$ cat src/rtl/fsm_cc8_sched_pkg.sv
// Shared types for the cc8 FSM scheduler: state encoding, idle output code, command fields.
package fsm_cc8_sched_pkg;

  typedef enum logic [2:0] {
    IDLE  = 3'd0,
    ARB   = 3'd1,
    ISSUE = 3'd2,
    WAIT  = 3'd3,
    DONE  = 3'd4
  } state_e;

  localparam logic [2:0] FSM_IDLE_Y = 3'b000;

  localparam int CMD_SK_W = 2;
  localparam int CMD_W    = 1 + CMD_SK_W;
  localparam int HOLD_W   = 4;
  localparam int IDLE_W   = 3;
  localparam int TMO_W    = 10;

  typedef struct packed {
    logic jmp;
    logic sk1;
    logic sk0;
  } cmd_t;

endpackage

$ cat src/rtl/fsm_cc8_sched_rr_arb.sv
// Combinational round-robin pick: first asserted req at or after ptr, wrapping; 0 latency.
module rr_arb
  import fsm_cc8_sched_pkg::*;
#(
  parameter int NREQ  = 2,
  parameter int IDX_W = (NREQ > 1) ? $clog2(NREQ) : 1
) (
  input  logic [NREQ-1:0]  req,
  input  logic [IDX_W-1:0] ptr,
  output logic [NREQ-1:0]  win_oh,
  output logic [IDX_W-1:0] win_idx,
  output logic             win_vld
);

  logic [IDX_W-1:0] idx;

  always_comb begin
    win_oh  = '0;
    win_idx = '0;
    win_vld = 1'b0;
    idx     = '0;
    for (int i = 0; i < NREQ; i++) begin
      idx = IDX_W'((int'(ptr) + i) % NREQ);
      if (!win_vld && req[idx]) begin
        win_vld      = 1'b1;
        win_oh[idx]  = 1'b1;
        win_idx      = idx;
      end
    end
  end

endmodule

$ cat src/rtl/fsm_cc8_sched.sv
// Round-robin scheduler sharing one cc8 control FSM between NREQ requesters.
// FSM_CC8_SCHED_TIMEOUT_EN adds a WAIT-state timeout with a sticky err_tmo flag.
module fsm_cc8_sched
  import fsm_cc8_sched_pkg::*;
#(
  parameter int NREQ     = 2,
  parameter int HOLD_CYC = 4,
  parameter int IDLE_CYC = 2,
  parameter int TMO_CYC  = 64
) (
  input  logic              clk,
  input  logic              rst_n,
  input  logic [NREQ-1:0]   req,
  input  logic [NREQ-1:0]   cmd_jmp,
  input  logic [2*NREQ-1:0] cmd_sk,
  output logic [NREQ-1:0]   gnt,
  output logic [NREQ-1:0]   done,
  output logic              busy,
  input  logic [2:0]        fsm_y,
  output logic              go,
  output logic              jmp,
  output logic              sk0,
  output logic              sk1,
  output logic              err_tmo
);

  localparam int IDX_W = (NREQ > 1) ? $clog2(NREQ) : 1;

  state_e            state_q, state_d;
  logic [IDX_W-1:0]  ptr_q, ptr_d;
  cmd_t              cmd_q, cmd_d;
  cmd_t              out_q, out_d;
  logic [NREQ-1:0]   gnt_q, gnt_d;
  logic [NREQ-1:0]   done_q, done_d;
  logic              busy_q, busy_d;
  logic              go_q, go_d;
  logic [HOLD_W-1:0] hold_q, hold_d;
  logic [IDLE_W-1:0] idle_q, idle_d;

  logic [NREQ-1:0]   arb_oh;
  logic [IDX_W-1:0]  arb_idx;
  logic              arb_vld;
  cmd_t              arb_cmd;

`ifdef FSM_CC8_SCHED_TIMEOUT_EN
  logic [TMO_W-1:0]  tmo_q, tmo_d;
  logic              err_q, err_d;
`endif

  rr_arb #(.NREQ(NREQ), .IDX_W(IDX_W)) u_arb (
    .req     (req),
    .ptr     (ptr_q),
    .win_oh  (arb_oh),
    .win_idx (arb_idx),
    .win_vld (arb_vld)
  );

  assign arb_cmd.jmp = cmd_jmp[arb_idx];
  assign arb_cmd.sk1 = cmd_sk[{arb_idx, 1'b1}];
  assign arb_cmd.sk0 = cmd_sk[{arb_idx, 1'b0}];

  always_comb begin
    state_d = state_q;
    ptr_d   = ptr_q;
    cmd_d   = cmd_q;
    out_d   = out_q;
    gnt_d   = gnt_q;
    done_d  = '0;
    busy_d  = busy_q;
    go_d    = go_q;
    hold_d  = hold_q;
    idle_d  = idle_q;
`ifdef FSM_CC8_SCHED_TIMEOUT_EN
    tmo_d   = tmo_q;
    err_d   = err_q;
`endif
    case (state_q)
      IDLE: begin
        if (|req) begin
          state_d = ARB;
          busy_d  = 1'b1;
        end
      end
      ARB: begin
        if (arb_vld) begin
          state_d = ISSUE;
          gnt_d   = arb_oh;
          ptr_d   = (arb_idx == IDX_W'(NREQ - 1)) ? '0 : arb_idx + 1'b1;
          cmd_d   = arb_cmd;
          out_d   = arb_cmd;
          go_d    = 1'b1;
          hold_d  = '0;
        end else begin
          state_d = IDLE;
          busy_d  = 1'b0;
        end
      end
      ISSUE: begin
        if (hold_q == HOLD_W'(HOLD_CYC - 1)) begin
          state_d = WAIT;
          go_d    = 1'b0;
          out_d   = '0;
          idle_d  = '0;
`ifdef FSM_CC8_SCHED_TIMEOUT_EN
          tmo_d   = '0;
`endif
        end else begin
          hold_d  = hold_q + 1'b1;
        end
      end
      WAIT: begin
        // The settle run is judged on the count already registered, so a
        // completed run wins over a simultaneous timeout.
        if (idle_q == IDLE_W'(IDLE_CYC)) begin
          state_d = DONE;
          done_d  = gnt_q;
        end
`ifdef FSM_CC8_SCHED_TIMEOUT_EN
        else if (tmo_q == TMO_W'(TMO_CYC - 1)) begin
          state_d = DONE;
          done_d  = gnt_q;
          err_d   = 1'b1;
        end
`endif
        else begin
          idle_d  = (fsm_y == FSM_IDLE_Y) ? idle_q + 1'b1 : '0;
`ifdef FSM_CC8_SCHED_TIMEOUT_EN
          tmo_d   = tmo_q + 1'b1;
`endif
        end
      end
      DONE: begin
        state_d = IDLE;
        gnt_d   = '0;
        busy_d  = 1'b0;
      end
      default: begin
        state_d = IDLE;
        gnt_d   = '0;
        busy_d  = 1'b0;
        go_d    = 1'b0;
        out_d   = '0;
      end
    endcase
  end

  always_ff @(posedge clk or negedge rst_n) begin
    if (!rst_n) begin
      state_q <= IDLE;
      ptr_q   <= '0;
      cmd_q   <= '0;
      out_q   <= '0;
      gnt_q   <= '0;
      done_q  <= '0;
      busy_q  <= 1'b0;
      go_q    <= 1'b0;
      hold_q  <= '0;
      idle_q  <= '0;
`ifdef FSM_CC8_SCHED_TIMEOUT_EN
      tmo_q   <= '0;
      err_q   <= 1'b0;
`endif
    end else begin
      state_q <= state_d;
      ptr_q   <= ptr_d;
      cmd_q   <= cmd_d;
      out_q   <= out_d;
      gnt_q   <= gnt_d;
      done_q  <= done_d;
      busy_q  <= busy_d;
      go_q    <= go_d;
      hold_q  <= hold_d;
      idle_q  <= idle_d;
`ifdef FSM_CC8_SCHED_TIMEOUT_EN
      tmo_q   <= tmo_d;
      err_q   <= err_d;
`endif
    end
  end

  assign gnt  = gnt_q;
  assign done = done_q;
  assign busy = busy_q;
  assign go   = go_q;
  assign jmp  = out_q.jmp;
  assign sk1  = out_q.sk1;
  assign sk0  = out_q.sk0;

`ifdef FSM_CC8_SCHED_TIMEOUT_EN
  assign err_tmo = err_q;
`else
  assign err_tmo = 1'b0;
`endif

endmodule

$ cat config.mk
export PLATFORM = sky130hd
export DESIGN_NAME = fsm_cc8_sched
export DESIGN_NICKNAME = d
export VERILOG_FILES = /design/src/rtl/fsm_cc8_sched_pkg.sv /design/src/rtl/fsm_cc8_sched_rr_arb.sv /design/src/rtl/fsm_cc8_sched.sv
export SDC_FILE = /design/constraint.sdc
export NUM_CORES = 1
export LEC_CHECK = 0
export BUFFER_PORTS_ARGS = -buffer_cell sky130_fd_sc_hd__buf_2
export CAP_MARGIN = 20
export CORE_MARGIN = 5
export CORE_UTILIZATION = 47
export DETAILED_ROUTE_END_ITERATION = 7
export PLACE_DENSITY = 0.73
export SYNTH_ARGS = -nofsm -noshare
export SYNTH_HDL_FRONTEND = slang
export SYNTH_SLANG_ARGS = --single-unit
$ cat constraint.sdc
create_clock -name clk -period 1.65 [get_ports clk]
set_clock_uncertainty 0.2 [all_clocks]
set_input_delay 0.165 -clock clk [delete_from_list [all_inputs] [get_ports clk]]
set_output_delay 0.165 -clock clk [all_outputs]
set_load 0.02 [all_outputs]
Yosys cells after proc, flatten, opt, wreduce, memory -nomap -nowiden
Cells that the tools add are included.
{"block": "word_totals", "regBits": 20, "word_cells": 103}
{"block": "op_classes", "n_addsub": 4, "order_cmp": 7, "eq_ne": 13, "n_mux": 45, "bitwise": 4, "reduce_logical": 19}
{"cell": "1-bit two-way mux", "count": 21}
{"cell": "3-bit two-way mux", "count": 7}
{"cell": "3-bit AND reduction", "count": 5}
{"cell": "2-bit != test, second input constant", "count": 7}
{"cell": "2-bit two-way mux", "count": 6}
{"cell": "3-bit one-hot mux with 4 select lines", "count": 1}
{"cell": "3-bit by 2-bit == test with 1-bit output, second input constant", "count": 3}
{"cell": "3-bit one-hot mux with 3 select lines", "count": 1}
{"cell": "4-bit two-way mux", "count": 2}
{"cell": "4-bit one-hot mux with 2 select lines", "count": 1}
{"cell": "3-bit zero test", "count": 2}
{"cell": "1-bit by 2-bit < comparator with 1-bit output, second input constant", "count": 3}
{"cell": "2-bit by 3-bit < comparator with 1-bit output, second input constant", "count": 2}
{"cell": "1-bit one-hot mux with 3 select lines", "count": 2}
{"cell": "3-bit one-hot mux with 2 select lines", "count": 1}
{"cell": "3-bit OR reduction", "count": 2}
{"cell": "4-bit by 1-bit adder with 4-bit output, second input constant", "count": 1}
{"cell": "4-bit by 2-bit == test with 1-bit output, second input constant", "count": 1}
{"cell": "2-bit one-hot mux with 2 select lines", "count": 1}
{"cell": "2-bit AND reduction", "count": 2}
{"cell": "2-bit nonzero test", "count": 2}
{"cell": "2-bit OR reduction", "count": 2}
{"cell": "3-bit by 1-bit adder with 3-bit output, second input constant", "count": 1}
{"cell": "3-bit by 1-bit == test with 1-bit output, second input constant", "count": 1}
{"cell": "other kinds (8)", "count": 15}

Logic depth before layout (Yosys ltp)
Gate-level depths: netlist of run 1.
{"block": "logic_depth", "word_depth": 10, "mapped_depth": 5, "depth_no_buf": 5}

By module
Synthesis of run 1 repeated with hierarchy kept, for this count alone.
{"block": "unflattened", "hier_cells": 105, "area_unflattened_um2": 1059.8}
{"mod": "fsm_cc8_sched", "n_inst": 1, "cells_each": 100, "area_each_um2": 1027.2, "seq_area_each_um2": 500.5}
{"mod": "rr_arb", "n_inst": 1, "cells_each": 5, "area_each_um2": 32.5, "seq_area_each_um2": 0.0}

Worst setup path before layout of run 1
OpenSTA, ideal clock, no wires.
{"block": "synth_path", "kind": "flip-flop to flip-flop", "startpoint": "register hold_q[0]", "endpoint": "register idle_q[0]", "setup_ps": 125, "t_arrival_ps": 1246, "required_ps": 1325, "slack_ps": 79, "stages_incl_launch_ff": 5, "path_buffers": 0, "period_less_slack_ps": 1571, "cell_sequence": "dfrtp_1 > ha_1 > nor3b_4 > o211ai_2 > mux2_2"}
{"block": "synth_between", "elab_chain_cells": 3}
{"item": "start: declaration", "line_no": "fsm_cc8_sched.sv:37", "source": "logic [HOLD_W-1:0] hold_q, hold_d;"}
{"item": "start signal: assignment", "line_no": "fsm_cc8_sched.sv:172", "source": "hold_q <= hold_d;"}
{"item": "4-bit by 2-bit == test with 1-bit output", "line_no": "fsm_cc8_sched.sv:99", "source": "if (hold_q == HOLD_W'(HOLD_CYC - 1)) begin"}
{"item": "2-bit != test (no line)"}
{"item": "3-bit AND reduction (no line)"}
{"item": "end signal: assignment", "line_no": "fsm_cc8_sched.sv:173", "source": "idle_q <= idle_d;"}
{"item": "end: declaration", "line_no": "fsm_cc8_sched.sv:38", "source": "logic [IDLE_W-1:0] idle_q, idle_d;"}
Every way passes these cells.
A chain may end at the register's enable or synchronous reset.

Worst setup path after layout of run 1
{"block": "layout_path", "startpoint": "register hold_q[1]", "endpoint": "register hold_q[0]"}
{"block": "layout_between", "elab_chain_cells": 3}
{"item": "4-bit by 2-bit == test with 1-bit output", "line_no": "fsm_cc8_sched.sv:99"}
{"item": "2-bit != test (no line)"}
{"item": "3-bit AND reduction (no line)"}
Every way passes these cells.

==> key figures, run 1 <==
Run status
  • Status: complete, but fails checks
  • Failing checks: setup timing

Timing
  • Final Hold Violating Endpoints: 0
  • Fmax: 604 MHz
  • Final critical-path share of the clock period: 1.00
  • Min Tclk post-route: 1.66 ns
  • Slew Limit Fails: 0
  • Final setup viols: 1
  • RSZ-0062 raised after global routing: true
  • Worst setup margin: -0.00592 ns
  • Setup tns final: -0.00592 ns
  • Tightest hold margin: 0.0541 ns

Placed design
  • Dpl cells: 144
  • Estimated wirelength of the detail-placed design: 1520 um
  • DP Worst Slack: 0.00366 ns
  • Port-buffer cells: 21
  • Global placement routability congestion: 0.780

Synthesis
  • Synth area leader: dfrtp_1
  • Share of the yosys chip area belonging to registers: 0.475
  • Top-area cell type share of the netlist area: 0.475
  • Post-Syn Area: 1050 um^2
  • Post-synth cell types: 42
  • Most frequent cell after synthesis: dfrtp_1
  • Syn nets: 110
  • Synthesized area per cell: 11.2 um^2
  • Asr flop ratio synth: 1.00
  • Syn. warnings: 0
  • Synth Instances: 94
  • Flops & latches, synth: 20
  • Main synth FF type: dfrtp_1
  • Post-synth EDFFs: 0
  • Commonest cells post-synth: 20 x dfrtp_1, 11 x nor2_1, 6 x nand2_1
  • Top post-synthesis cells by area: dfrtp_1 48%, nor2_1 3.9%, mux2i_1 3.8%

Routing
  • Final WL: 2200 um
  • DR vias: 848
  • First-pass DRT Iterations: 4
  • DR iter-0 viols: 22
  • Post-DR wirelength/cell: 13.3 um
  • Post-route ant nets: 0
  • Residual DRC: 0
  • Via/cell ratio: 5.11

Flow run
  • Max_cap viols: 0

Final layout
  • FILL cells: 167
  • Area growth from synthesis to layout: 36.1%
  • Share of cells above drive strength 1: 0.406
  • Ant diodes: 0
  • NumNets Final: 155
  • Cell Count, Final, Fillers Out: 166
  • Final core utilization: 0.661

Clock network
  • H-tree depth: 1
  • Clk buf depth: 2
  • Root Buffer: clkbuf_4
  • Sink Count: 20
  • Clk Latency, worst-skew pair: 0.31 ns
  • Clk slew on worst S/H paths: 0.12 ns
  • CTS tree: built
  • CTS buffer count: 3

Floorplan
  • Initial Utilization: 0.486
  • Core area: 2170 um^2
  • Die X: 57.3 um
  • Cell Rows: 17
  • DIE HEIGHT: 57.3 um
  • Full die area: 3290 um^2
  • IO Pins: 23

Worst setup path
  • Worst-path fanout max: 4
  • Crit path required time: 1.66 ns
  • Startpoint Class: flip-flop
  • Critical path arrival: 1.66 ns
  • CP Class: flip-flop to flip-flop
  • CP Capture Type: flip-flop

Pwr
  • VDD IR max: 0.979 mV
  • Cell Pwr Density: 1530 nW/um^2
  • Leak pwr: 0.000719 uW

Global route
  • Largest net degree at the start of global routing: 21
  • Number of global-route vias before repair: 849
  • All-Layer GR Usage: 0.148
  • Initial antenna violation count: 0
  • First-pass GRT wire length: 3860 um
  • Global route total overflow: 0

Hold path
  • Hold Path Class: input port to flip-flop
## per-stage QoR
| step | power, uW | area, um^2 |
|---|---|---|
| 6_report | 2190 | 1430 |
| 3_5_place_dp | 1630 | 1200 |
| 3_3_place_gp | 1600 | 1200 |
| 4_1_cts | 2110 | 1390 |
| 5_1_grt | 2350 | 1430 |
| 2_1_floorplan | 1420 | 1050 |
## final cells by class
type | count | area, um^2 | area share
Inverter | 3 | 11.3 | 0.00785
Clock buffer | 3 | 22.5 | 0.0157
Tap cell | 28 | 35.0 | 0.0244
Clock inverter | 1 | 30.0 | 0.0209
Timing Repair Buffer | 43 | 298 | 0.208
Sequential cell | 20 | 502 | 0.350
Multi-Input combinational cell | 68 | 536 | 0.373
## worst max-delay path, stage by stage, from the launching register on
cell and delay (ns):
dfrtp_1 0.39, ha_2 0.19, nor3b_4 0.31, nor3_4 0.08
buf_4 0.14, mux2_2 0.25
## path summary, 6_finish.rpt
kind                                 from         end  slack, ns  depth (start not counted)
worst max-delay path            hold_q[1]   hold_q[0]     -0.006                          5
worst min-delay path               req[1]       ptr_q       0.05                          4
worst max register to register  hold_q[1]   hold_q[0]     -0.006                          5
worst min register to register        jmp         jmp       0.30                          1
max in group asynchronous           rst_n  state_q[0]       0.80                          2
min in group asynchronous           rst_n   idle_q[0]       0.12                          2
## repair_timing
item	in CTS	in global routing
setup endpoints to repair	1	9
buffers inserted	3	4
hold endpoints to repair	25	0
pin swaps	2	2
hold buffers	11	0
gates resized for setup	1	4
## power breakdown
part / switching (uW) / internal (uW) / total, uW
combinational: 463 / 516 / 979
clock: 153 / 246 / 399
sequential: 162 / 652 / 814
## routing by layer
metal / share of wire / GRT usage / wire, um / vias to the layer above
li1: - / - / - / 420
met3: 0.046 / 0.0452 / 101 / 2
met5: 0 / 0 / 0 / -
met4: 0.0077 / 0.0497 / 17 / 0
met1: 0.43 / 0.190 / 947 / 410
met2: 0.52 / 0.237 / 1130 / 16
## cell usage in the layout, fill, tap and decap left out, drive strengths merged, types with 2 or more instances in the layout
cell,count
inv,3
dfrtp,20
and2,2
clkbuf,3
o21ai,2
mux2,3
nor3,6
nand2,8
buf,32
dlygate4sd3,11
nand2b,2
mux2i,4
a21oi,3
ha,3
and2b,2
nor2,12
o2bb2ai,4
## state kept, by name, indices dropped and copies added, names as in the netlist
name     cells
state_q      3
jmp          1
ptr_q        1
gnt          2
idle_q       3
done         2
busy         1
hold_q       4
go           1
sk0          1
sk1          1
## kinds of logic after synthesis
kind of cell	synth area share
xor+xnor	0.00832
compound gates	0.128
fa+ha+maj	0.0356
buf+inv	0.0333
flops	0.475
mux	0.0701
simple gates	0.246
other cells	0.00356
Note: power is estimated with default switching activity, not from simulation.
==> inputs of run 2 (changes only) <==
Settings changed: CORE_UTILIZATION 47 to 52, PLACE_DENSITY 0.73 to 0.77.
Clock period 1.65 ns to 1.8 ns, I/O delays scaled along.
==> key figures, run 2 (synthesis results as in run 1) <==
Pwr
  • Leak pwr: 0.000653 uW (-9.2%)
  • Total power: 1730 uW (-21%)
  • VDD IR max: 0.825 mV (-16%)
  • Cell Pwr Density: 1330 nW/um^2 (-13%)

Clock network
  • Clk buf depth: 2 (unchanged)
  • Hold buffer count at CTS: 8 (-3)
  • CTS buffer count: 3 (unchanged)
  • Root Buffer: clkbuf_4
  • Sink Count: 20 (unchanged)
  • Setup Fix Bufs, Post-CTS: 0 (-3)
  • Clk Latency, worst-skew pair: 0.29 ns (-0.02 ns)
  • CTS tree: built
  • Clk slew on worst S/H paths: 0.11 ns (about the same)
  • CTS resizes: 0 (-1)
  • H-tree depth: 1 (unchanged)

Timing
  • Min Tclk post-route: 1.69 ns
  • RSZ-0062 raised after global routing: false
  • Slew Limit Fails: 0 (unchanged)
  • Setup tns final: 0 ns (+0.00592 ns)
  • Final setup viols: 0 (-1)
  • Final Hold Violating Endpoints: 0 (unchanged)
  • Final critical-path share of the clock period: 0.937
  • Fmax: 593 MHz

Routing
  • DR vias: 830 (-2.1%)
  • Met2 wire len: 1140 um (+0.88%)
  • Wire length on met3: 90 um (-11%)
  • Residual DRC: 0 (unchanged)
  • Top Metal Used: met4
  • Final WL: 2260 um (+2.8%)
  • Wire length on met1: 972 um (+2.6%)
  • Post-DR wirelength/cell: 14.7 um (+11%)
  • DR iter-0 viols: 7 (-68%)
  • Via/cell ratio: 5.39 (+5.5%)
  • Post-route ant nets: 0 (unchanged)
  • First-pass DRT Iterations: 4 (unchanged)

Global route
  • Largest net degree at the start of global routing: 21 (unchanged)
  • All-Layer GR Usage: 0.176 (+0.0281)
  • Global route total overflow: 0 (unchanged)
  • Number of global-route vias before repair: 870 (+2.5%)
  • Initial antenna violation count: 0 (unchanged)
  • First-pass GRT wire length: 3740 um (-3.2%)

Worst setup path
  • Crit path max-delay cell type: dlygate4sd3_1
  • Buf/Inv on CP: 3 (+2)
  • Critical path arrival: 1.67 ns (about the same)
  • Crit-path leading delay family: buffers and inverters
  • Max stage delay on crit path: 0.53 ns (+0.14 ns)
  • Crit path required time: 1.78 ns (+0.12 ns)
  • CP Cell Sequence: dlygate4sd3_1 -> buf_2 -> inv_1 -> o21ai_1 -> mux2i_1 -> o2bb2ai_1
  • CP Capture Type: flip-flop
  • Worst-path fanout max: 6 (+2)
  • CP Class: input port to flip-flop
  • Startpoint Class: input port

Final layout
  • Top flop regs: hold_q: 4 flops, idle_q: 3 flops, state_q: 3 flops
  • NumNets Final: 145 (-6.5%)
  • Flip-flop and latch area: 500 um^2 (-0.25%)
  • Leading cell type in the layout, fill and taps excluded: buf_2
  • Max reg flops: 4 (unchanged)
  • Most frequent cells in the layout: 21 x buf_2, 20 x dfrtp_1, 11 x nor2_1
  • Ant diodes: 0 (unchanged)
  • Multi-input gate area: 518 um^2 (-3.3%)
  • Reg with most FFs: hold_q
  • Area growth from synthesis to layout: 23.5%
  • Post-route cell area: 1300 um^2 (-9.2%)
  • FILL cells: 148 (-11%)
  • Share of cells above drive strength 1: 0.339 (-0.0672)

Hold path
  • Hold Path Class: input port to flip-flop

Placed design
  • Global placement routability congestion: 0.777 (-0.40%)
  • Estimated wirelength of the detail-placed design: 1590 um (+4.4%)
  • Post-DP Area: 1200 um^2 (-0.10%)
  • Port-buffer cells: 21 (unchanged)

Run status
  • Status: finished clean

Floorplan
  • Initial Utilization: 0.543 (+0.0569)
  • Full die area: 3030 um^2 (-8.0%)
  • IO Pins: 23 (unchanged)
  • Core area: 1940 um^2 (-10%)
  • Die X: 55.0 um (-4.1%)
  • Cell Rows: 16 (-1)
  • DIE HEIGHT: 55.0 um (-4.1%)

Flow run
  • Max_cap viols: 0 (unchanged)
## run 2: layer usage
| layer | vias to the layer above | global-route usage |
|---|---|---|
| li1 | 402 | - |
| met1 | 400 | 0.210 |
| met2 | 20 | 0.289 |
| met3 | 8 | 0.0456 |
| met4 | 0 | 0.0931 |
| met5 | - | 0 |
## run 2: per-stage QoR
step / hold slack, ns / util / cells / setup slack [ns]
2_1_floorplan: -0.316 / - / 94 / 0.229
5_1_grt: 0.0202 / 0.670 / 154 / 0.0175
4_1_cts: 0.0100 / 0.670 / 154 / 0.121
3_3_place_gp: -0.0557 / 0.617 / 143 / 0.208
6_report: 0.0203 / 0.670 / 154 / 0.114
3_5_place_dp: -0.0455 / 0.617 / 143 / 0.144
## run 2: path summary, 6_finish.rpt
| kind | end | from | depth (start not counted) | slack [ns] |
|---|---|---|---|---|
| max in group asynchronous | state_q[1] | rst_n | 2 | 0.92 |
| min reg2reg | go | go | 1 | 0.29 |
| min | idle_q[2] | fsm_y[1] | 4 | 0.02 |
| min in group asynchronous | hold_q[3] | rst_n | 2 | 0.16 |
| max reg2reg | hold_q[0] | hold_q[0] | 5 | 0.12 |
| max | jmp | req[0] | 6 | 0.11 |
## run 2: power by group
group	total [uW]	switching [uW]	internal (uW)	leakage, uW
clock network	202	125	77.8	0.0000138
logic	776	394	383	0.000388
registers	746	151	596	0.000251
total	1730	669	1060	0.000653
## run 2: final cells by class
type                       count  share of cell area
timing repair buffer          33               0.165
multi-input combinational     68               0.398
inverter                       3             0.00865
clock buffer                   3              0.0173
sequential                    20               0.385
tap                           27              0.0260
## run 2: worst register-to-register path, stage by stage, from the launching register on
cell	delay, ns
dfrtp_1	0.42
ha_1	0.22
nor3b_4	0.18
nor3_4	0.22
nor2_2	0.08
mux2_2	0.26
==> inputs of run 3 (changes only) <==
Settings changed: ABC_AREA from default to 1.
==> key figures, run 3 <==
Placed design
  • Global placement routability congestion: 0.841 (+8.1%)
  • Port-buffer cells: 21 (unchanged)
  • DP Worst Slack: 0.340 ns (+0.195 ns)
  • Estimated wirelength of the detail-placed design: 1580 um (-0.33%)
  • Post-DP Area: 1180 um^2 (-1.4%)
  • Dpl cells: 179 (+25%)

Global route
  • Number of global-route vias before repair: 895 (+2.9%)
  • All-Layer GR Usage: 0.159 (-0.0176)
  • Global route total overflow: 0 (unchanged)
  • Initial antenna violation count: 0 (unchanged)
  • Largest net degree at the start of global routing: 21 (unchanged)
  • First-pass GRT wire length: 3460 um (-7.6%)

Timing
  • Final setup viols: 0 (unchanged)
  • RSZ-0062 raised after global routing: false
  • Fmax: 679 MHz (+15%)
  • Min Tclk post-route: 1.47 ns (-0.214 ns)
  • Final critical-path share of the clock period: 0.818 (-0.119)
  • Final Hold Violating Endpoints: 0 (unchanged)
  • Worst setup margin: 0.327 ns (+0.214 ns)
  • Setup tns final: 0 ns (unchanged)
  • Slew Limit Fails: 0 (unchanged)

Synthesis
  • Most frequent cell after synthesis: nand2_1
  • Synth Instances: 132 (+40%)
  • Share of the yosys chip area belonging to registers: 0.476 (+0.00113)
  • Synth area leader: dfrtp_1
  • Asr flop ratio synth: 1.00 (unchanged)
  • Top post-synthesis cells by area: dfrtp_1 48%, nand2_1 13%, nand3_1 8.1%
  • Commonest cells post-synth: 36 x nand2_1, 20 x dfrtp_1, 18 x inv_1, 17 x nand3_1, 10 x nor2_1
  • Post-synth cell types: 22 (-48%)
  • Syn. warnings: 0 (unchanged)
  • Post-Syn Area: 1050 um^2 (-0.24%)
  • Post-synth EDFFs: 0 (unchanged)
  • Top-area cell type share of the netlist area: 0.476 (+0.00113)
  • Syn nets: 148 (+35%)
  • Synthesized area per cell: 7.96 um^2 (-29%)
  • Flops & latches, synth: 20 (unchanged)
  • Main synth FF type: dfrtp_1

Worst setup path
  • Crit Reg-Reg Endpoint: idle_q[0]
  • Cell mode on critical path: nand2_1
  • Critical path arrival: 1.48 ns (-0.19 ns)
  • CP Capture Type: flip-flop
  • Reg2reg setup slack: 0.33 ns (+0.21 ns)
  • Startpoint Class: flip-flop
  • Worst-path fanout max: 4 (-2)
  • CP Cell Sequence: ha_1 -> nand2_1 -> inv_1 -> nand2_1 -> nand2_2 -> nand2_1 -> o21ai_2
  • Max stage delay on crit path: 0.42 ns (-0.11 ns)
  • CP Class: flip-flop to flip-flop
  • R2R cell count: 7 (+2)
  • Reg2reg start: hold_q[0]
  • Crit path max-delay cell type: dfrtp_1
  • Crit path required time: 1.80 ns (+0.02 ns)

Final layout
  • Post-route cell area: 1240 um^2 (-4.3%)
  • FILL cells: 166 (+12%)
  • Max reg flops: 4 (unchanged)
  • Area growth from synthesis to layout: 18.5%
  • Cell Count, Final, Fillers Out: 184 (+19%)
  • Most frequent cells in the layout: 36 x nand2_1, 21 x buf_2, 20 x dfrtp_1
  • Ant diodes: 0 (unchanged)
  • Reg with most FFs: hold_q
  • Leading cell type in the layout, fill and taps excluded: nand2_1
  • Share of cells above drive strength 1: 0.217 (-0.122)
  • Top flop regs: hold_q: 4 flops, idle_q: 3 flops, state_q: 3 flops
  • NumNets Final: 174 (+20%)

Routing
  • Final WL: 2000 um (-12%)
  • Post-DR wirelength/cell: 10.9 um (-26%)
  • DR vias: 899 (+8.3%)
  • Via/cell ratio: 4.89 (-9.3%)
  • First-pass DRT Iterations: 4 (unchanged)
  • Post-route ant nets: 0 (unchanged)
  • DR iter-0 viols: 20 (+13)
  • Residual DRC: 0 (unchanged)

Hold path
  • Worst hold path depth: 5 (+1)
  • HP Start: cmd_sk[0]
  • Hold Path Class: input port to flip-flop
  • WHS Endpoint: sk0

Pwr
  • Switching Share: 0.428 (+0.0401)
  • Clock Power Share: 0.179 (+0.062)
  • Comb power frac: 0.458 (+0.008)
  • Seq pwr share: 0.364 (-0.069)
  • VDD IR max: 0.868 mV (+5.2%)
  • Sw power: 857 uW (+28%)
  • Int Pwr: 1150 uW (+8.5%)
  • Total power: 2000 uW (+16%)
  • Leak pwr: 0.000692 uW (+6.1%)
  • Cell Pwr Density: 1610 nW/um^2 (+21%)

Clock network
  • CTS buffer count: 3 (unchanged)
  • Setup Fix Bufs, Post-CTS: 0 (unchanged)
  • Clk Latency, worst-skew pair: 0.30 ns (about the same)
  • CTS tree: built
  • CTS resizes: 0 (unchanged)
  • Clk slew on worst S/H paths: 0.12 ns (about the same)
  • H-tree depth: 1 (unchanged)
  • Root Buffer: clkbuf_4
  • Sink Count: 20 (unchanged)
  • Clk buf depth: 2 (unchanged)

Flow run
  • Max_cap viols: 0 (unchanged)

Floorplan
  • Initial Utilization: 0.541 (-0.00129)
  • DIE HEIGHT: 55.0 um (about the same)
  • Full die area: 3020 um^2 (-0.20%)
  • IO Pins: 23 (unchanged)
  • Core area: 1940 um^2 (unchanged)
  • Cell Rows: 16 (unchanged)
  • Die X: 55.0 um (about the same)

Run status
  • Status: finished clean
==> run 3: kinds of logic (layout without fill, tap and decap cells) <==
kind of cell / count (synthesis) / in the layout / synth area share
xor gates and xnor gates: 3 / 3 / 0.0250
buffers and inverters: 19 / 44 / 0.0714
DFF: 20 / 20 / 0.476
other: 1 / 1 / 0.00357
AOI/OAI and AO/OA: 9 / 9 / 0.0524
adders and majority gates: 3 / 3 / 0.0357
and+or+nand+nor: 77 / 77 / 0.336
==> run 3: area by class of cell <==
cell class | count | area [um^2] | share of cell area
Multi-Input combinational cell | 93 | 475 | 0.382
Inverter | 18 | 67.6 | 0.0543
Tap cell | 27 | 33.8 | 0.0271
Sequential cell | 20 | 500 | 0.402
Clock inverter | 1 | 30.0 | 0.0241
Timing Repair Buffer | 22 | 115 | 0.0925
Clock buffer | 3 | 22.5 | 0.0181
==> run 3: layer usage <==
metal  vias up  wire (um)  part of all wire  global-route usage
li1        467          -                 -                   -
met3         2        117             0.059              0.0241
met5         -          0                 0                   0
met2        17        981              0.49               0.283
met1       413        892              0.45               0.186
met4         0          7            0.0035              0.0688
==> run 3: how the worst max path moves through the flow <==
stage	startpoint	end	slack (ns)	cells after the start
2_1_floorplan	hold_q[0]	idle_q[0]	0.41	7
3_3_place_gp	hold_q[0]	idle_q[0]	0.38	7
3_5_place_dp	hold_q[0]	idle_q[0]	0.34	7
4_1_cts	hold_q[0]	idle_q[0]	0.32	7
5_1_grt	hold_q[0]	idle_q[0]	0.17	7
6_report	hold_q[0]	idle_q[0]	0.33	7
==> run 3: what timing repair did <==
action	CTS	global route
hold endpoints to repair	20	0
hold buffers	1	0
setup endpoints to repair	0	0
==> run 3: power groups by stage <==
stage | Combinational, uW | Sequential [uW] | Clock [uW]
detailed placement | 923 | 739 | 0
global route | 1080 | 758 | 388
floorplan | 636 | 794 | 0
finish | 916 | 728 | 358
global placement | 900 | 729 | 0
CTS | 926 | 729 | 366
==> run 3: critical path: cells and delay by family (launching register included) <==
kind / cells / cell delay [ns]
and+or+nand+nor: 4 / 0.42
buffers and inverters: 1 / 0.06
adders and majority gates: 1 / 0.23
DFF: 1 / 0.42
AOI/OAI and AO/OA: 1 / 0.05
==> run 3: through the flow <==
step                utilization  hold WS, ns
finish                    0.641      0.00337
global placement          0.609      -0.0503
CTS                       0.641      0.00377
floorplan                     -       -0.316
global route              0.641       0.0249
detailed placement        0.609      -0.0490
